<file path="config.mk">
export PLATFORM = sky130hd
export DESIGN_NAME = fpu_add_seq_flat
export DESIGN_NICKNAME = d
export VERILOG_FILES = /design/src/rtl/fpu_add_seq_pkg.sv /design/src/rtl/fpu_add_seq_if.sv /design/src/rtl/fpu_add_seq_align_cnt.sv /design/src/rtl/fpu_add_seq.sv /design/src/flat_wrapper.sv
export SDC_FILE = /design/constraint.sdc
export NUM_CORES = 1
export LEC_CHECK = 0
export CAP_MARGIN = 20
export CORE_AREA = 2 2 54 56
export CTS_CLUSTER_DIAMETER = 50
export DETAILED_ROUTE_END_ITERATION = 10
export DIE_AREA = 0 0 56 58
export PLACE_DENSITY_LB_ADDON = 0.15
export SLEW_MARGIN = 40
export SYNTH_ARGS = -nofsm -noshare
export SYNTH_HDL_FRONTEND = slang
export SYNTH_SLANG_ARGS = --single-unit
</file>
<file path="constraint.sdc">
create_clock -name clk -period 1.95 [get_ports clk]
set_input_delay 0.39 -clock clk [delete_from_list [all_inputs] [get_ports clk]]
set_output_delay 0.39 -clock clk [all_outputs]
set_load 0.1 [all_outputs]
</file>
<file path="src/rtl/fpu_add_seq_pkg.sv">
// Shared types and constants for the FPU add/sub sequencer.
package fpu_pkg;

  typedef enum logic [2:0] {
    S_IDLE,
    S_LOAD,
    S_CMP,
    S_ALIGN,
    S_ADD,
    S_NORM,
    S_DONE
  } state_e;

  localparam logic [1:0] A_GREATER = 2'b10;
  localparam logic [1:0] A_LESS    = 2'b00;
  localparam logic [1:0] A_EQUAL   = 2'b11;

  typedef enum logic [1:0] {
    RC_NORMAL = 2'b00,
    RC_ZERO   = 2'b01,
    RC_DENORM = 2'b10,
    RC_LIMIT  = 2'b11
  } result_class_e;

  localparam int unsigned MAX_SHIFT = 31;
  localparam int unsigned SHIFT_W   = $clog2(MAX_SHIFT + 1);

endpackage

</file>
<file path="src/rtl/fpu_add_seq_if.sv">
// Operand-accept and result-present handshakes of the add/sub sequencer.
interface fpu_add_seq_if;
  logic       in_valid;
  logic       in_ready;
  logic       out_valid;
  logic       out_ready;
  logic [1:0] result_class;

  modport master (
    output in_valid, out_ready,
    input  in_ready, out_valid, result_class
  );

  modport slave (
    input  in_valid, out_ready,
    output in_ready, out_valid, result_class
  );
endinterface

</file>
<file path="src/rtl/fpu_add_seq_align_cnt.sv">
// Remaining-alignment counter: hands out at most ALIGN_STEP bits of right shift per step.
module fpu_align_cnt
  import fpu_pkg::*;
#(
  parameter int unsigned ALIGN_STEP = 4,
  localparam int unsigned AMT_W     = $clog2(ALIGN_STEP + 1)
) (
  input  logic               clk,
  input  logic               rst,
  input  logic               load_i,
  input  logic [SHIFT_W-1:0] shift_i,
  input  logic               step_i,
  output logic [AMT_W-1:0]   amt_o,
  output logic               last_o
);

  localparam logic [SHIFT_W-1:0] STEP_S = SHIFT_W'(ALIGN_STEP);
  localparam logic [AMT_W-1:0]   STEP_A = AMT_W'(ALIGN_STEP);

  logic [SHIFT_W-1:0] rem_q, rem_d;

  always_comb begin
    amt_o  = (rem_q > STEP_S) ? STEP_A : rem_q[AMT_W-1:0];
    last_o = (rem_q <= STEP_S);
    rem_d  = rem_q;
    if (load_i) begin
      rem_d = shift_i;
    end else if (step_i) begin
      rem_d = rem_q - SHIFT_W'(amt_o);
    end
  end

  always_ff @(posedge clk) begin
    if (rst) begin
      rem_q <= '0;
    end else begin
      rem_q <= rem_d;
    end
  end

endmodule

</file>
<file path="src/rtl/fpu_add_seq.sv">
// Control sequencer for the FPU add/sub datapath: load, compare, align, add, normalize, present.
module fpu_add_seq
  import fpu_pkg::*;
#(
  parameter int unsigned MAN_WIDTH  = 23,
  parameter int unsigned ALIGN_STEP = 4,
  parameter int unsigned NORM_LIMIT = MAN_WIDTH + 3,
  localparam int unsigned AMT_W     = $clog2(ALIGN_STEP + 1)
) (
  input  logic               clk,
  input  logic               rst,
  fpu_add_seq_if.slave       bus,
  output logic               ld_op,
  input  logic [1:0]         exp_disc,
  input  logic [SHIFT_W-1:0] shift_spaces,
  output logic               swap,
  output logic               align_en,
  output logic [AMT_W-1:0]   align_amt,
  output logic               add_en,
  input  logic               man_zero,
  input  logic               man_ovf,
  input  logic               man_msb,
  input  logic               exp_at_min,
  output logic               norm_right,
  output logic               norm_left,
  output logic               busy
);

  localparam int unsigned CNT_W = $clog2(NORM_LIMIT + 1);
  localparam logic [CNT_W-1:0] CNT_LIMIT = CNT_W'(NORM_LIMIT);

  state_e            state_q, state_d;
  logic              swap_q, swap_d;
  logic [CNT_W-1:0]  norm_cnt_q, norm_cnt_d;
  result_class_e     class_q, class_d;

  logic              load_rem;
  logic              align_s, add_s, nright_s, nleft_s;
  logic [AMT_W-1:0]  step_amt;
  logic              step_last;

  fpu_align_cnt #(.ALIGN_STEP(ALIGN_STEP)) u_align (
    .clk    (clk),
    .rst    (rst),
    .load_i (load_rem),
    .shift_i(shift_spaces),
    .step_i (align_s),
    .amt_o  (step_amt),
    .last_o (step_last)
  );

  always_comb begin
    state_d    = state_q;
    swap_d     = swap_q;
    norm_cnt_d = norm_cnt_q;
    class_d    = class_q;
    load_rem   = 1'b0;
    align_s    = 1'b0;
    add_s      = 1'b0;
    nright_s   = 1'b0;
    nleft_s    = 1'b0;
    unique case (state_q)
      S_IDLE:  if (bus.in_valid) state_d = S_LOAD;
      S_LOAD:  state_d = S_CMP;
      S_CMP: begin
        load_rem = 1'b1;
        // 01 is not a legal compare result; it resolves like "equal" (no swap).
        case (exp_disc)
          A_LESS:              swap_d = 1'b1;
          A_GREATER, A_EQUAL:  swap_d = 1'b0;
          default:             swap_d = 1'b0;
        endcase
        state_d = (shift_spaces != '0) ? S_ALIGN : S_ADD;
      end
      S_ALIGN: begin
        align_s = 1'b1;
        if (step_last) state_d = S_ADD;
      end
      S_ADD: begin
        add_s      = 1'b1;
        norm_cnt_d = '0;
        state_d    = S_NORM;
      end
      S_NORM: begin
        // Carry-out right shifts do not consume the left-normalize budget.
        if (man_zero) begin
          class_d = RC_ZERO;
          state_d = S_DONE;
        end else if (man_ovf) begin
          nright_s = 1'b1;
        end else if (man_msb) begin
          class_d = RC_NORMAL;
          state_d = S_DONE;
        end else if (exp_at_min) begin
          class_d = RC_DENORM;
          state_d = S_DONE;
        end else if (norm_cnt_q == CNT_LIMIT) begin
          class_d = RC_LIMIT;
          state_d = S_DONE;
        end else begin
          nleft_s    = 1'b1;
          norm_cnt_d = norm_cnt_q + 1'b1;
        end
      end
      S_DONE:  if (bus.out_ready) state_d = S_IDLE;
      default: state_d = S_IDLE;
    endcase
  end

  always_ff @(posedge clk) begin
    if (rst) begin
      state_q    <= S_IDLE;
      swap_q     <= 1'b0;
      norm_cnt_q <= '0;
      class_q    <= RC_NORMAL;
    end else begin
      state_q    <= state_d;
      swap_q     <= swap_d;
      norm_cnt_q <= norm_cnt_d;
      class_q    <= class_d;
    end
  end

  // Outputs are forced low while reset is held, before the state register clears.
  always_comb begin
    bus.in_ready     = (state_q == S_IDLE) && !rst;
    ld_op            = bus.in_valid && bus.in_ready;
    swap             = swap_q && !rst;
    align_en         = align_s && !rst;
    align_amt        = align_en ? step_amt : '0;
    add_en           = add_s && !rst;
    norm_right       = nright_s && !rst;
    norm_left        = nleft_s && !rst;
    bus.out_valid    = (state_q == S_DONE) && !rst;
    bus.result_class = rst ? 2'b00 : class_q;
    busy             = (state_q != S_IDLE) && !rst;
  end

endmodule
</file>
<file path="src/flat_wrapper.sv">
// flat-port wrapper written by rule: the top's interface ports become plain ports
module fpu_add_seq_flat import fpu_pkg::*;
#(
  parameter int unsigned MAN_WIDTH  = 23,
  parameter int unsigned ALIGN_STEP = 4,
  parameter int unsigned NORM_LIMIT = MAN_WIDTH + 3,
  localparam int unsigned AMT_W     = $clog2(ALIGN_STEP + 1)
)
  (clk, rst, ld_op, exp_disc, shift_spaces, swap, align_en, align_amt, add_en, man_zero, man_ovf, man_msb, exp_at_min, norm_right, norm_left, busy, bus_in_valid, bus_out_ready, bus_in_ready, bus_out_valid, bus_result_class);
  fpu_add_seq_if bus_i ();
  input  logic clk;
  input  logic rst;
  output logic ld_op;
  input  logic [1:0] exp_disc;
  input  logic [SHIFT_W-1:0] shift_spaces;
  output logic swap;
  output logic align_en;
  output logic [AMT_W-1:0] align_amt;
  output logic add_en;
  input  logic man_zero;
  input  logic man_ovf;
  input  logic man_msb;
  input  logic exp_at_min;
  output logic norm_right;
  output logic norm_left;
  output logic busy;
  input wire logic [$bits(bus_i.in_valid)-1:0] bus_in_valid;
  input wire logic [$bits(bus_i.out_ready)-1:0] bus_out_ready;
  output wire logic [$bits(bus_i.in_ready)-1:0] bus_in_ready;
  output wire logic [$bits(bus_i.out_valid)-1:0] bus_out_valid;
  output wire logic [$bits(bus_i.result_class)-1:0] bus_result_class;
  assign bus_i.in_valid = bus_in_valid;
  assign bus_i.out_ready = bus_out_ready;
  assign bus_in_ready = bus_i.in_ready;
  assign bus_out_valid = bus_i.out_valid;
  assign bus_result_class = bus_i.result_class;
  fpu_add_seq #(.MAN_WIDTH(MAN_WIDTH), .ALIGN_STEP(ALIGN_STEP), .NORM_LIMIT(NORM_LIMIT)) u_core (.clk(clk), .rst(rst), .bus(bus_i), .ld_op(ld_op), .exp_disc(exp_disc), .shift_spaces(shift_spaces), .swap(swap), .align_en(align_en), .align_amt(align_amt), .add_en(add_en), .man_zero(man_zero), .man_ovf(man_ovf), .man_msb(man_msb), .exp_at_min(exp_at_min), .norm_right(norm_right), .norm_left(norm_left), .busy(busy));
endmodule
</file>
==> metrics.csv <==
stage,metric,value,unit
status,outcome,"finished, final reports clean",
route,post-route ant nets,0,
final_layout,share of post-route cells with drive strength above 1,40.6,%
floorplan,Die ar.,0.00325,mm^2
worst_setup_path,Crit. End Element,primary output,
logic_synthesis,register area share after synthesis,27.8,%
logic_synthesis,most area-hungry cell type in the Yosys netlist,dfxtp_1,
logic_synthesis,Synth async-reset ratio,0,%
job,max cap viols,0,
sta,Final Slew Violations,0,
grt,largest net degree at the start of global routing,15,
logic_synthesis,top_reg_cell synth,dfxtp_1,
sta,Final WS setup,17.4,ps
logic_synthesis,synthesized area,0.00115,mm^2
sta,Final period util,99.1,%
clock_network,Sink Count,16,
placement,GP Congestion,0.824,
logic_synthesis,average cell area after synthesis,7.90,um^2
final_layout,Antenna diodes,0,
logic_synthesis,number of flops mapped to enable cells by yosys,0,
logic_synthesis,Post-Syn Instances,146,
floorplan,Placeable Area,0.00266,mm^2
logic_synthesis,synth top area cells,"dfxtp_1 (28%), o21ai_0 (6.5%), a21oi_1 (4.8%)",
grt,total grt overflow,0,
final_layout,Layout Nets,221,
floorplan,chip height,58,um
power_and_ir_drop,Peak VDD IR,503,uV
sta,Clock Skews,9.83,ps
logic_synthesis,Synth Net Count,164,
worst_setup_path,startpoint types,register,
logic_synthesis,number of library cell types mapped by synthesis,45,
grt,vias in the first global route,1323,
route,initial DRC count,68,
final_layout,area delta synth->final,74.6,%
final_layout,final cell count without fillers,233,
clock_network,clk_lat worst skew,320,ps
route,Routed WL,3.61,mm
clock_network,Clock transition at path regs,110,ps
min_path,Hold Path Class,reg2reg,
floorplan,Die Wd,56,um
worst_setup_path,Crit Path Max Fanout,3,
sta,Fmax,0.517,GHz
sta,RSZ-0062 raised after global routing,true,
floorplan,initial cell density of the core,43.3,%
placement,IO buf count,28,
placement,placed cells,219,
floorplan,Cell Rows,19,
grt,total track usage,23.9,%
final_layout,Filler cells,194,
placement,Place WS,-129,ps
clock_network,clk root buf,clkbuf_4,
clock_network,CTS Buf Count,3,
power_and_ir_drop,power density cells,591,mW/mm^2
sta,Final setup viols,0,
grt,global-route wire length before repair,6.11,mm
route,vias per cell,5.82,
logic_synthesis,#FFs+latches synth,16,
logic_synthesis,share of the synthesized area in the top cell type,27.8,%
clock_network,maximum clock insertion buffer count,2,
worst_setup_path,crit path DAT,1540,ps
clock_network,# H-tree levels,1,
route,wire length per cell,15.5,um
sta,Final Critical Period,1930,ps
grt,initial antenna violation count,0,
worst_setup_path,WS Path Type,reg2out,
sta,"Hold Vio Cnt, Final",0,
route,DR pass1 iterations,5,
clock_network,hold_buf cts,0,
worst_setup_path,Worst Path Required,1560,ps
route,drt drc,0,
placement,hpwl dp,2.69,mm
power_and_ir_drop,Leak,0.792,nW
clock_network,CTS tree,done,
route,Vias,1357,
floorplan,# IOs,29,
logic_synthesis,YS warnings,0,
==> through the flow <==
step / utilization, % / hold slack [ps] / TNS (ps) / power (mW) / instance area (um^2)
floorplan: - / 445 / -1960 / 0.717 / 1260
global placement: 68.6 / 459 / -529 / 0.893 / 1830
detailed placement: 68.6 / 474 / -877 / 0.903 / 1830
CTS: 73.6 / 489 / -101 / 1.17 / 1960
global route: 75.7 / 527 / -46.2 / 1.24 / 2010
finish: 75.7 / 485 / 0 / 1.19 / 2010
==> critical path, stage by stage (launching register included) <==
cell and delay [ps]:
dfxtp_4 360, or2_4 260, nor4_4 240, and2_4 200
buf_12 170
==> power breakdown <==
| group | switching (mW) | internal (mW) | leakage, nW | total [mW] |
|---|---|---|---|---|
| Sequential | 0.0436 | 0.355 | 0.134 | 0.399 |
| Clock | 0.136 | 0.114 | 0.0210 | 0.250 |
| Combinational | 0.306 | 0.236 | 0.636 | 0.542 |
==> worst paths after layout <==
kind | startpoint | to | slack (ps) | depth (start not counted)
hold / removal | u_core.swap_q | u_core.swap_q | 480 | 2
setup reg to reg | u_core.u_align.rem_q[3] | u_core.u_align.rem_q[4] | 270 | 7
setup / recovery | u_core.u_align.rem_q[3] | align_amt[0] | 20 | 4
hold reg to reg | u_core.swap_q | u_core.swap_q | 480 | 2
==> flip-flops by register name, indices dropped and copies added, names as in the netlist <==
signal,count
u_core.state_q,3
u_core.norm_cnt_q,5
u_core.swap_q,1
u_core.u_align.rem_q,5
u_core.class_q,2
==> cells in the mapped netlist, types with 3 or more instances <==
cell type,n
nor4_1,5
clkbuf_1,4
nor2_1,11
dfxtp_1,16
clkbuf_8,4
a31oi_1,4
ha_1,3
nor2b_1,4
nand2_1,11
a21oi_1,11
nor3_1,5
and2_1,3
nand2b_1,3
inv_1,5
o21ai_0,15
or4_1,3
a211oi_1,4
==> per-layer routing <==
metal	GRT usage [%]	up-vias	routed length [um]
met5	0	-	0
met1	27.8	643	1420
met4	12.6	0	67
met2	42.9	44	1950
li1	-	659	-
met3	3.35	11	169
==> kinds of logic (layout without fill, tap and decap cells) <==
family | Yosys count | count (layout) | share of synthesized area (%)
simple gates | 63 | 63 | 33.2
compound gates | 46 | 46 | 24.6
flops | 16 | 16 | 27.8
buf+inv | 15 | 71 | 9.11
fa+ha+maj | 3 | 3 | 3.25
mux | 2 | 2 | 1.74
other cells | 1 | 1 | 0.325
==> layout make-up <==
cell class                 instances  area (um^2)  area share [%]
timing repair buffer              62          699            34.7
sequential                        16          339            16.8
tap                               31         38.8            1.93
clock buffer                       4         36.3            1.80
inverter                           5         18.8           0.932
multi-input combinational        115          882            43.8
==> layout by cell type (no fill, tap or decap), types with 2 or more instances in the layout <==
master | synthesis | final
nor4_4 | 1 | 4
dfxtp_2 | 0 | 3
ha_1 | 3 | 2
nand2b_1 | 3 | 2
dfxtp_1 | 16 | 9
buf_12 | 0 | 16
nor2_1 | 11 | 9
clkbuf_4 | 0 | 3
a211oi_1 | 4 | 4
or3_1 | 2 | 2
a31oi_1 | 4 | 3
nor3_1 | 5 | 4
clkdlybuf4s50_1 | 0 | 10
nor2b_1 | 4 | 3
and2_4 | 0 | 3
mux2i_1 | 2 | 2
dfxtp_4 | 0 | 4
inv_1 | 5 | 4
and3_1 | 2 | 2
nor4_1 | 5 | 2
a21oi_1 | 11 | 11
nand3b_1 | 2 | 2
or4_1 | 3 | 3
o21ai_0 | 15 | 15
o32ai_1 | 2 | 2
nand2_1 | 11 | 11
dlygate4sd2_1 | 0 | 4
buf_4 | 0 | 31
nand3_1 | 2 | 2
==> timing repair <==
action                     CTS  global route
gates resized for setup     24             4
pin swaps                    6             3
setup buffers                4             6
setup endpoints to repair    8             7
No activity file was read; power rests on OpenSTA's default activity.
